File: config.mk
export PLATFORM = sky130hd
export DESIGN_NAME = uart_rx_ctrl
export DESIGN_NICKNAME = d
export VERILOG_FILES = /design/src/rtl/uart_rx_ctrl.sv
export SDC_FILE = /design/constraint.sdc
export NUM_CORES = 1
export LEC_CHECK = 0
export CAP_MARGIN = 20
export CORE_ASPECT_RATIO = 0.6
export CORE_MARGIN = 4
export CORE_UTILIZATION = 58
export DETAILED_ROUTE_END_ITERATION = 7
export PLACE_DENSITY = 0.82
export SLEW_MARGIN = 25
export SYNTH_ARGS = -nofsm -noshare
export SYNTH_HDL_FRONTEND = slang
export SYNTH_SLANG_ARGS = --single-unit
File: constraint.sdc
create_clock -name clk -period 5.94 [get_ports clk]
set_input_delay 1.782 -clock clk [delete_from_list [all_inputs] [get_ports clk]]
set_output_delay 1.782 -clock clk [all_outputs]
set_load 0.1 [all_outputs]
File: src/rtl/uart_rx_ctrl.sv
// uart_rx_ctrl: UART receive controller with baud tick, frame FSM supervision, FWFT byte FIFO and error tracking.
// Define UART_RX_CTRL_WATCHDOG_EN to force recovery of frames stuck in RECEIVING for TIMEOUT_TICKS ticks.
module uart_rx_ctrl #(
    parameter int DATA_W = 8,
    parameter int DIV_W = 16,
    parameter int DEPTH = 4,
    parameter int TIMEOUT_TICKS = 176,
    localparam int AW = $clog2(DEPTH)
) (
    input  logic              clk,
    input  logic              areset_n,
    input  logic              rx_en,
    input  logic              clr,
    input  logic [DIV_W-1:0]  baud_div,
    input  logic              fsm_done,
    input  logic              fsm_err,
    input  logic              fsm_busy,
    input  logic [DATA_W-1:0] fsm_data,
    output logic              fsm_en,
    output logic              fsm_reset,
    output logic              tick,
    output logic [DATA_W-1:0] m_data,
    output logic              m_valid,
    input  logic              m_ready,
    output logic              overrun,
    output logic [7:0]        frm_err_cnt,
    output logic [AW:0]       level
);
    typedef enum logic [1:0] {DISABLED, IDLE, RECEIVING, RECOVER} state_e;

    if (DEPTH < 2 || (DEPTH & (DEPTH - 1)) != 0 || TIMEOUT_TICKS < 1) begin : g_bad_param
        $error("uart_rx_ctrl: DEPTH must be a power of 2 >= 2 and TIMEOUT_TICKS >= 1");
    end

    state_e            state_q, state_d;
    logic [DIV_W-1:0]  div_q, div_d;
    logic              tick_q, tick_d;
    logic [AW-1:0]     wr_q, wr_d, rd_q, rd_d;
    logic [AW:0]       level_q, level_d;
    logic              overrun_q, overrun_d;
    logic [7:0]        err_q, err_d;
    logic [DATA_W-1:0] mem_q [DEPTH];
    logic              rx_active, timeout, push_req, push, pop, full;

`ifdef UART_RX_CTRL_WATCHDOG_EN
    localparam int WW = $clog2(TIMEOUT_TICKS + 1);
    logic [WW-1:0] wd_q, wd_d;
    // Held at zero outside RECEIVING, so every entry starts a fresh count.
    always_comb begin
        wd_d = (clr || state_q != RECEIVING) ? '0 : wd_q + WW'(tick_q);
        timeout = state_q == RECEIVING && wd_q == WW'(TIMEOUT_TICKS);
    end
    always_ff @(posedge clk or negedge areset_n) begin
        if (!areset_n) wd_q <= '0;
        else wd_q <= wd_d;
    end
`else
    assign timeout = 1'b0;
`endif

    always_comb begin
        rx_active = state_q == RECEIVING && rx_en && !clr;
        pop = level_q != '0 && m_ready;
        full = level_q == (AW + 1)'(DEPTH);
        // A simultaneous error or timeout wins over done: the byte is not trusted.
        push_req = rx_active && fsm_done && !fsm_err && !timeout;
        push = push_req && (!full || pop);
        tick_d = !clr && state_q != DISABLED && div_q == baud_div;
        div_d = (clr || state_q == DISABLED || div_q >= baud_div) ? '0 : div_q + 1'b1;
        state_d = state_q;
        if (clr) state_d = rx_en ? IDLE : DISABLED;
        else if (!rx_en) state_d = DISABLED;
        else begin
            case (state_q)
                DISABLED:  state_d = IDLE;
                IDLE:      state_d = fsm_busy ? RECEIVING : IDLE;
                RECEIVING: state_d = (fsm_err || timeout) ? RECOVER : fsm_done ? IDLE : RECEIVING;
                default:   state_d = IDLE;
            endcase
        end
        wr_d = clr ? '0 : push ? wr_q + 1'b1 : wr_q;
        rd_d = clr ? '0 : pop ? rd_q + 1'b1 : rd_q;
        level_d = clr ? '0 : (push && !pop) ? level_q + 1'b1 : (pop && !push) ? level_q - 1'b1 : level_q;
        overrun_d = !clr && (overrun_q || (push_req && full && !pop));
        err_d = clr ? '0 : (rx_active && (fsm_err || timeout) && err_q != 8'hFF) ? err_q + 1'b1 : err_q;
        fsm_en = !clr && (state_q == IDLE || state_q == RECEIVING);
        fsm_reset = clr || state_q == DISABLED || state_q == RECOVER;
        m_valid = level_q != '0;
        m_data = m_valid ? mem_q[rd_q] : '0;
        tick = tick_q;
        overrun = overrun_q;
        frm_err_cnt = err_q;
        level = level_q;
    end

    always_ff @(posedge clk) begin
        if (push) mem_q[wr_q] <= fsm_data;
    end

    always_ff @(posedge clk or negedge areset_n) begin
        if (!areset_n) begin
            state_q   <= DISABLED;
            div_q     <= '0;
            tick_q    <= 1'b0;
            wr_q      <= '0;
            rd_q      <= '0;
            level_q   <= '0;
            overrun_q <= 1'b0;
            err_q     <= '0;
        end else begin
            state_q   <= state_d;
            div_q     <= div_d;
            tick_q    <= tick_d;
            wr_q      <= wr_d;
            rd_q      <= rd_d;
            level_q   <= level_d;
            overrun_q <= overrun_d;
            err_q     <= err_d;
        end
    end
endmodule

# [After elaboration in Yosys (flattened, before gate mapping)]
# Memories as Yosys holds them, arrays and structs flattened.
# Cells that the tools add are included.
[word_totals] mem_bits_ro=0 regBits=35 input_bits=32 latch_bits=0 elab_cells=76 out_inout_bits=24 ram_bits=32 memories=1
[op_classes] div=0 order_cmp=1 reduce_logical=34 bitwise_logic=0 n_eq_ne=6 muxes=20 add_sub_neg=6 shift=0 mul=0
[memory_table] memory="mem_q" depth=4 word_bits=8 rd=1 rd_clocked_by_memory_dff=0 write_ports=1 line="42" rtl="logic [DATA_W-1:0] mem_q [DEPTH];"
[op_table] op="two-way mux 8 bit" n=3
[op_table] op="two-way mux 2 bit" n=9
[op_table] op="adder 16 x 1 -> 16 bit (second input constant)" n=1
[op_table] op="== test 16 bit" n=1
[op_table] op="greater-or-equal comparator 16 bit" n=1
[op_table] op="logical AND 1 bit" n=16
[op_table] op="two-way mux 16 bit" n=1
[op_table] op="two-way mux 3 bit" n=3
[op_table] op="adder 8 x 1 -> 8 bit (second input constant)" n=1
[op_table] op="!= test 8 bit (second input constant)" n=1
[op_table] op="nonzero test 2 bit" n=4
[op_table] op="logical OR 1 bit" n=6
[op_table] op="nonzero test 3 bit" n=2
[op_table] op="zero test 1 bit" n=5
[op_table] op="adder 2 x 1 -> 2 bit (second input constant)" n=2
[op_table] op="== test 2 bit (second input constant)" n=2
[op_table] op="one-hot mux 2 bit (2 select lines)" n=1
[op_table] op="adder 3 x 1 -> 3 bit (second input constant)" n=1
[op_table] op="== test 3 bit (second input constant)" n=1
[op_table] op="two-way mux 1 bit" n=3
[op_table] op="subtractor 3 x 1 -> 3 bit (second input constant)" n=1
[op_table] op="== test 2 x 1 -> 1 bit (second input constant)" n=1
[op_table] op="zero test 2 bit" n=1

# [Logic depth before layout (Yosys ltp)]
[logic_depth] depth_word=11 depth_mapped=9 ltp_nobuf=9

# [Worst setup path after synthesis]
# OpenSTA, ideal clock, no wires.
[synth_path] path_type="input to output" from="in clr" to="out fsm_en" setup_slack_ps=806 t_arrival_ps=3352 stages=2 cell_sequence="clkbuf_1 nor2b_1"
[synth_via] elab_chain_cells=2
[synth_lines] element="start: declaration" line="13" rtl="input logic clr,"
[synth_lines] element="zero test 1 bit" line="86" rtl="fsm_en = !clr && (state_q == IDLE || state_q == RECEIVING);"
[synth_lines] element="logical AND 1 bit" line="86"
[synth_lines] element="end: declaration" line="19" rtl="output logic fsm_en,"
# No other way between the ends.

# [Worst setup path after layout]
[layout_path] from="in clr" to="out fsm_reset"
[layout_via] elab_chain_cells=2
[layout_lines] element="logical OR 1 bit (2 in series)" line="87" rtl="fsm_reset = clr || state_q == DISABLED || state_q == RECOVER;"
[layout_lines] element="end: declaration" line="20" rtl="output logic fsm_reset,"
# No other way between the ends.

==> results.sh <==
export IMPL_maxCapViolCount=0
export IMPL_reg2reg_setup_slack_ns=3.10
export IMPL_syn_area_per_cell_um2=11.75
export IMPL_dpl_cell_count=436
export IMPL_clockRootBuffer="clkbuf_8"
export IMPL_crit_cells=4
export IMPL_r2r_start="state_q[0]$_DFF_PN0_"
export IMPL_yosys_warnings=0
export IMPL_slew_viol_final=0
export IMPL_outcome="finished clean"
export IMPL_place_area_um2=4232
export IMPL_power_density_nw_per_um2=220.8
export IMPL_critPathArrivalTime_ns=3.03
export IMPL_ys_ff_latch=67
export IMPL_path_common_cell="buf_4"
export IMPL_critPathKind="in2out"
export IMPL_fin_tns_setup_ns=0
export IMPL_yosysSeqAreaShare_pct=50.76
export IMPL_r2r_cells=8
export IMPL_numCtsBuffers=9
export IMPL_syn_area_um2=3618
export IMPL_clkPwrFrac_pct=43.1
export IMPL_synth_edf_count=32
export IMPL_dieArea_um2=7608
export IMPL_holdBufCountCts=0
export IMPL_critPathLaunchType="input port"
export IMPL_vias=2641
export IMPL_drc_errors=0
export IMPL_critPathLaunch="clr"
export IMPL_slowest_stage="clkdlybuf4s50_1"
export IMPL_hp_class="reg2reg"
export IMPL_via_per_inst=5.843
export IMPL_synth_cell_type_count=47
export IMPL_yosys_area_share_simple_pct=17.39
export IMPL_clock_latency_ns=0.34
export IMPL_antenna_found_initial=0
export IMPL_post_cts_resized=0
export IMPL_clk_path_buf_depth=2
export IMPL_p_comb_share_pct=7.2
export IMPL_worstPathMaxFanout=23
export IMPL_clk_pin_slew_ns=0.07
export IMPL_critical_path_top_delay_family="buffers and inverters"
export IMPL_async_reset_ff_share_pct=52.24
export IMPL_rr_endpoint="level[1]$_DFFE_PN0P_"
export IMPL_antenna_cells=0
export IMPL_yosys_mux_area_fraction_pct=5.533
export IMPL_cts_tree="yes"
export IMPL_post_cts_buffers=0
export IMPL_worst_slew_pin_transition_ns=0.9789
export IMPL_period_minus_slack_ns=4.811
export IMPL_synthAdderAreaFrac_pct=9.544
export IMPL_first_pass_iters=4
export IMPL_dpl_hpwl_um=5904
export IMPL_grt_start_max_net_pins=36
export IMPL_detail_route_wl_per_cell_um=18.14
export IMPL_p_seq_share_pct=49.7
export IMPL_cp_num_buf_inv=3
export IMPL_layout_drive_gt1_share_pct=8.871
export IMPL_peakVddDrop_mv=0.1277
export IMPL_cts_max_level=3
export IMPL_io_pins=56
export IMPL_synth_top_flop_cell="dfrtp_1"
export IMPL_period_share_pct=81.00
export IMPL_hold_violations=0
export IMPL_rsz0062_at_grt="no"
export IMPL_setup_violations=0
export IMPL_synthXorXnorAreaFrac_pct=5.325
export IMPL_leakage_nw=1.716
export IMPL_grt_ovfl_total=0
export IMPL_maxSlewHeadroom_pct=34.54
export IMPL_swShare_pct=21.48
export IMPL_p_int_mw=0.7739
export IMPL_synthesis_nets=367
export IMPL_end_kind="primary output"
export IMPL_crit_path_cell_trace="clkdlybuf4s50_1, buf_4, or3_1, buf_4"
export IMPL_wl_um=8199
export IMPL_die_h_um=69.18
export IMPL_ant_nets=0
export IMPL_final_area_um2=4463
export IMPL_switching_power_mw=0.2117
export IMPL_synth_compound_area_share_pct=7.123
export IMPL_grt_first_pass_wirelength_um=13560
export IMPL_grt_pass1_vias=2718
export IMPL_final_nets=426
export IMPL_core_area_um2=5807
export IMPL_dr_first_iter_drc_count=213
export IMPL_gp_congestion=0.8358
export IMPL_synth_top_family_by_area="simple AND/OR/NAND/NOR gates"
export IMPL_cp_required_ns=4.16
export IMPL_fin_skew_ns=0.009968
export IMPL_cp_endpoint="fsm_reset"
export IMPL_areaGrowthSynthToFinish_pct=23.34
export IMPL_groute_usage_overall_pct=23.17
export IMPL_start_util_pct=62.31
export IMPL_io_buffers=55
export IMPL_rows=21
export IMPL_die_x_um=110.0
export IMPL_clkSinkCount=67
export IMPL_max_freq_mhz=207.8
export IMPL_cpPeakStageDelay_ns=0.40
export IMPL_stdcell_count=452
export IMPL_synth_cells=308
==> metrics by stage <==
stage	utilization (%)	hold WS (ns)	setup WS, ns	power [mW]
2_1_floorplan	-	0.4816	0.8059	0.5321
3_3_place_gp	72.87	0.5086	1.134	0.5681
3_5_place_dp	72.87	0.5184	1.117	0.5707
4_1_cts	76.86	0.5295	1.119	0.9929
5_1_grt	76.86	0.5714	1.067	1.018
6_report	76.86	0.5233	1.129	0.9856
==> per-layer routing <==
| layer | global-route usage (%) | routed length (um) | up-vias |
|---|---|---|---|
| met5 | 0 | 0 | - |
| met3 | 5.116 | 637 | 9 |
| met2 | 32.93 | 3744 | 101 |
| li1 | - | - | 1251 |
| met4 | 6.501 | 65 | 0 |
| met1 | 35.69 | 3752 | 1280 |
==> worst reg2reg max path, stage by stage, from the launching register on <==
cell	delay, ns
dfrtp_1	0.40
inv_1	0.09
ha_1	0.24
nand4b_1	0.37
nor3_2	0.51
and2_1	0.22
fa_1	0.43
a2111oi_0	0.37
o21a_1	0.17
==> state kept, by name, summed over array words and instances, names as in the netlist <==
signal / count
div_q: 16
wr_q: 2
level: 3
frm_err_cnt: 8
overrun: 1
rd_q: 2
state_q: 2
mem_q: 32
tick: 1
==> synth_stat cells (5+ instances only) <==
library cell	instances	area, um2
inv_1	29	108.9
ha_1	26	325.3
nor3_1	7	35.03
mux4_2	8	180.2
and2_1	14	87.58
nand3_1	10	50.05
a21oi_1	10	50.05
edfxtp_1	32	960.9
xnor2_1	17	148.9
or3_1	6	37.54
nor2_1	14	52.55
xor2_1	5	43.79
nor4_1	21	131.4
nand2_1	10	37.54
o21ai_0	6	30.03
dfrtp_1	35	875.8
nand4_1	8	50.05
==> power groups by stage <==
stage | Combinational (mW) | Sequential [mW] | Clock (mW)
after global routing | 0.0777 | 0.490 | 0.450
after detailed placement | 0.0712 | 0.499 | 0
final | 0.0713 | 0.490 | 0.425
after floorplan | 0.0322 | 0.500 | 0
after CTS | 0.0713 | 0.490 | 0.432
after global placement | 0.0688 | 0.499 | 0
==> worst min-delay path by stage <==
| stage | startpoint | endpoint | slack, ns | cells past startpoint |
|---|---|---|---|---|
| finish | overrun$_DFF_PN0_ | overrun$_DFF_PN0_ | 0.52 | 2 |
| floorplan | div_q[0]$_DFF_PN0_ | div_q[0]$_DFF_PN0_ | 0.48 | 1 |
| CTS | div_q[0]$_DFF_PN0_ | div_q[0]$_DFF_PN0_ | 0.53 | 1 |
| global route | div_q[0]$_DFF_PN0_ | div_q[0]$_DFF_PN0_ | 0.57 | 1 |
| detailed placement | overrun$_DFF_PN0_ | overrun$_DFF_PN0_ | 0.52 | 2 |
| global placement | overrun$_DFF_PN0_ | overrun$_DFF_PN0_ | 0.51 | 2 |
==> cell families (layout without fill, tap and decap cells) <==
| group | after synthesis | count (layout) |
|---|---|---|
| buf+inv | 38 | 102 |
| mux | 10 | 10 |
| compound gates | 35 | 35 |
| flops | 67 | 67 |
| fa+ha+maj | 27 | 27 |
| xor+xnor | 22 | 22 |
| simple gates | 109 | 109 |
==> cell usage in the layout (no fill, tap or decap), types with 10 or more instances in the layout <==
master | Yosys | routed
a21oi_1 | 10 | 10
and2_1 | 14 | 14
clkbuf_8 | 0 | 10
clkdlybuf4s50_1 | 0 | 53
dfrtp_1 | 35 | 35
edfxtp_1 | 32 | 32
ha_1 | 26 | 26
inv_1 | 29 | 29
nand2_1 | 10 | 10
nand3_1 | 10 | 10
nor2_1 | 14 | 14
nor4_1 | 21 | 21
xnor2_1 | 17 | 17
==> layout make-up <==
type / instances / area (um2)
Clock buffer: 13 / 191.4
Clock inverter: 3 / 40.04
Fill cell: 378 / 1344
Inverter: 29 / 108.9
Multi-Input combinational cell: 203 / 1625
Sequential cell: 67 / 1837
Tap cell: 80 / 100.1
Timing Repair Buffer: 57 / 560.5
Note: power is estimated with default switching activity, not from simulation.
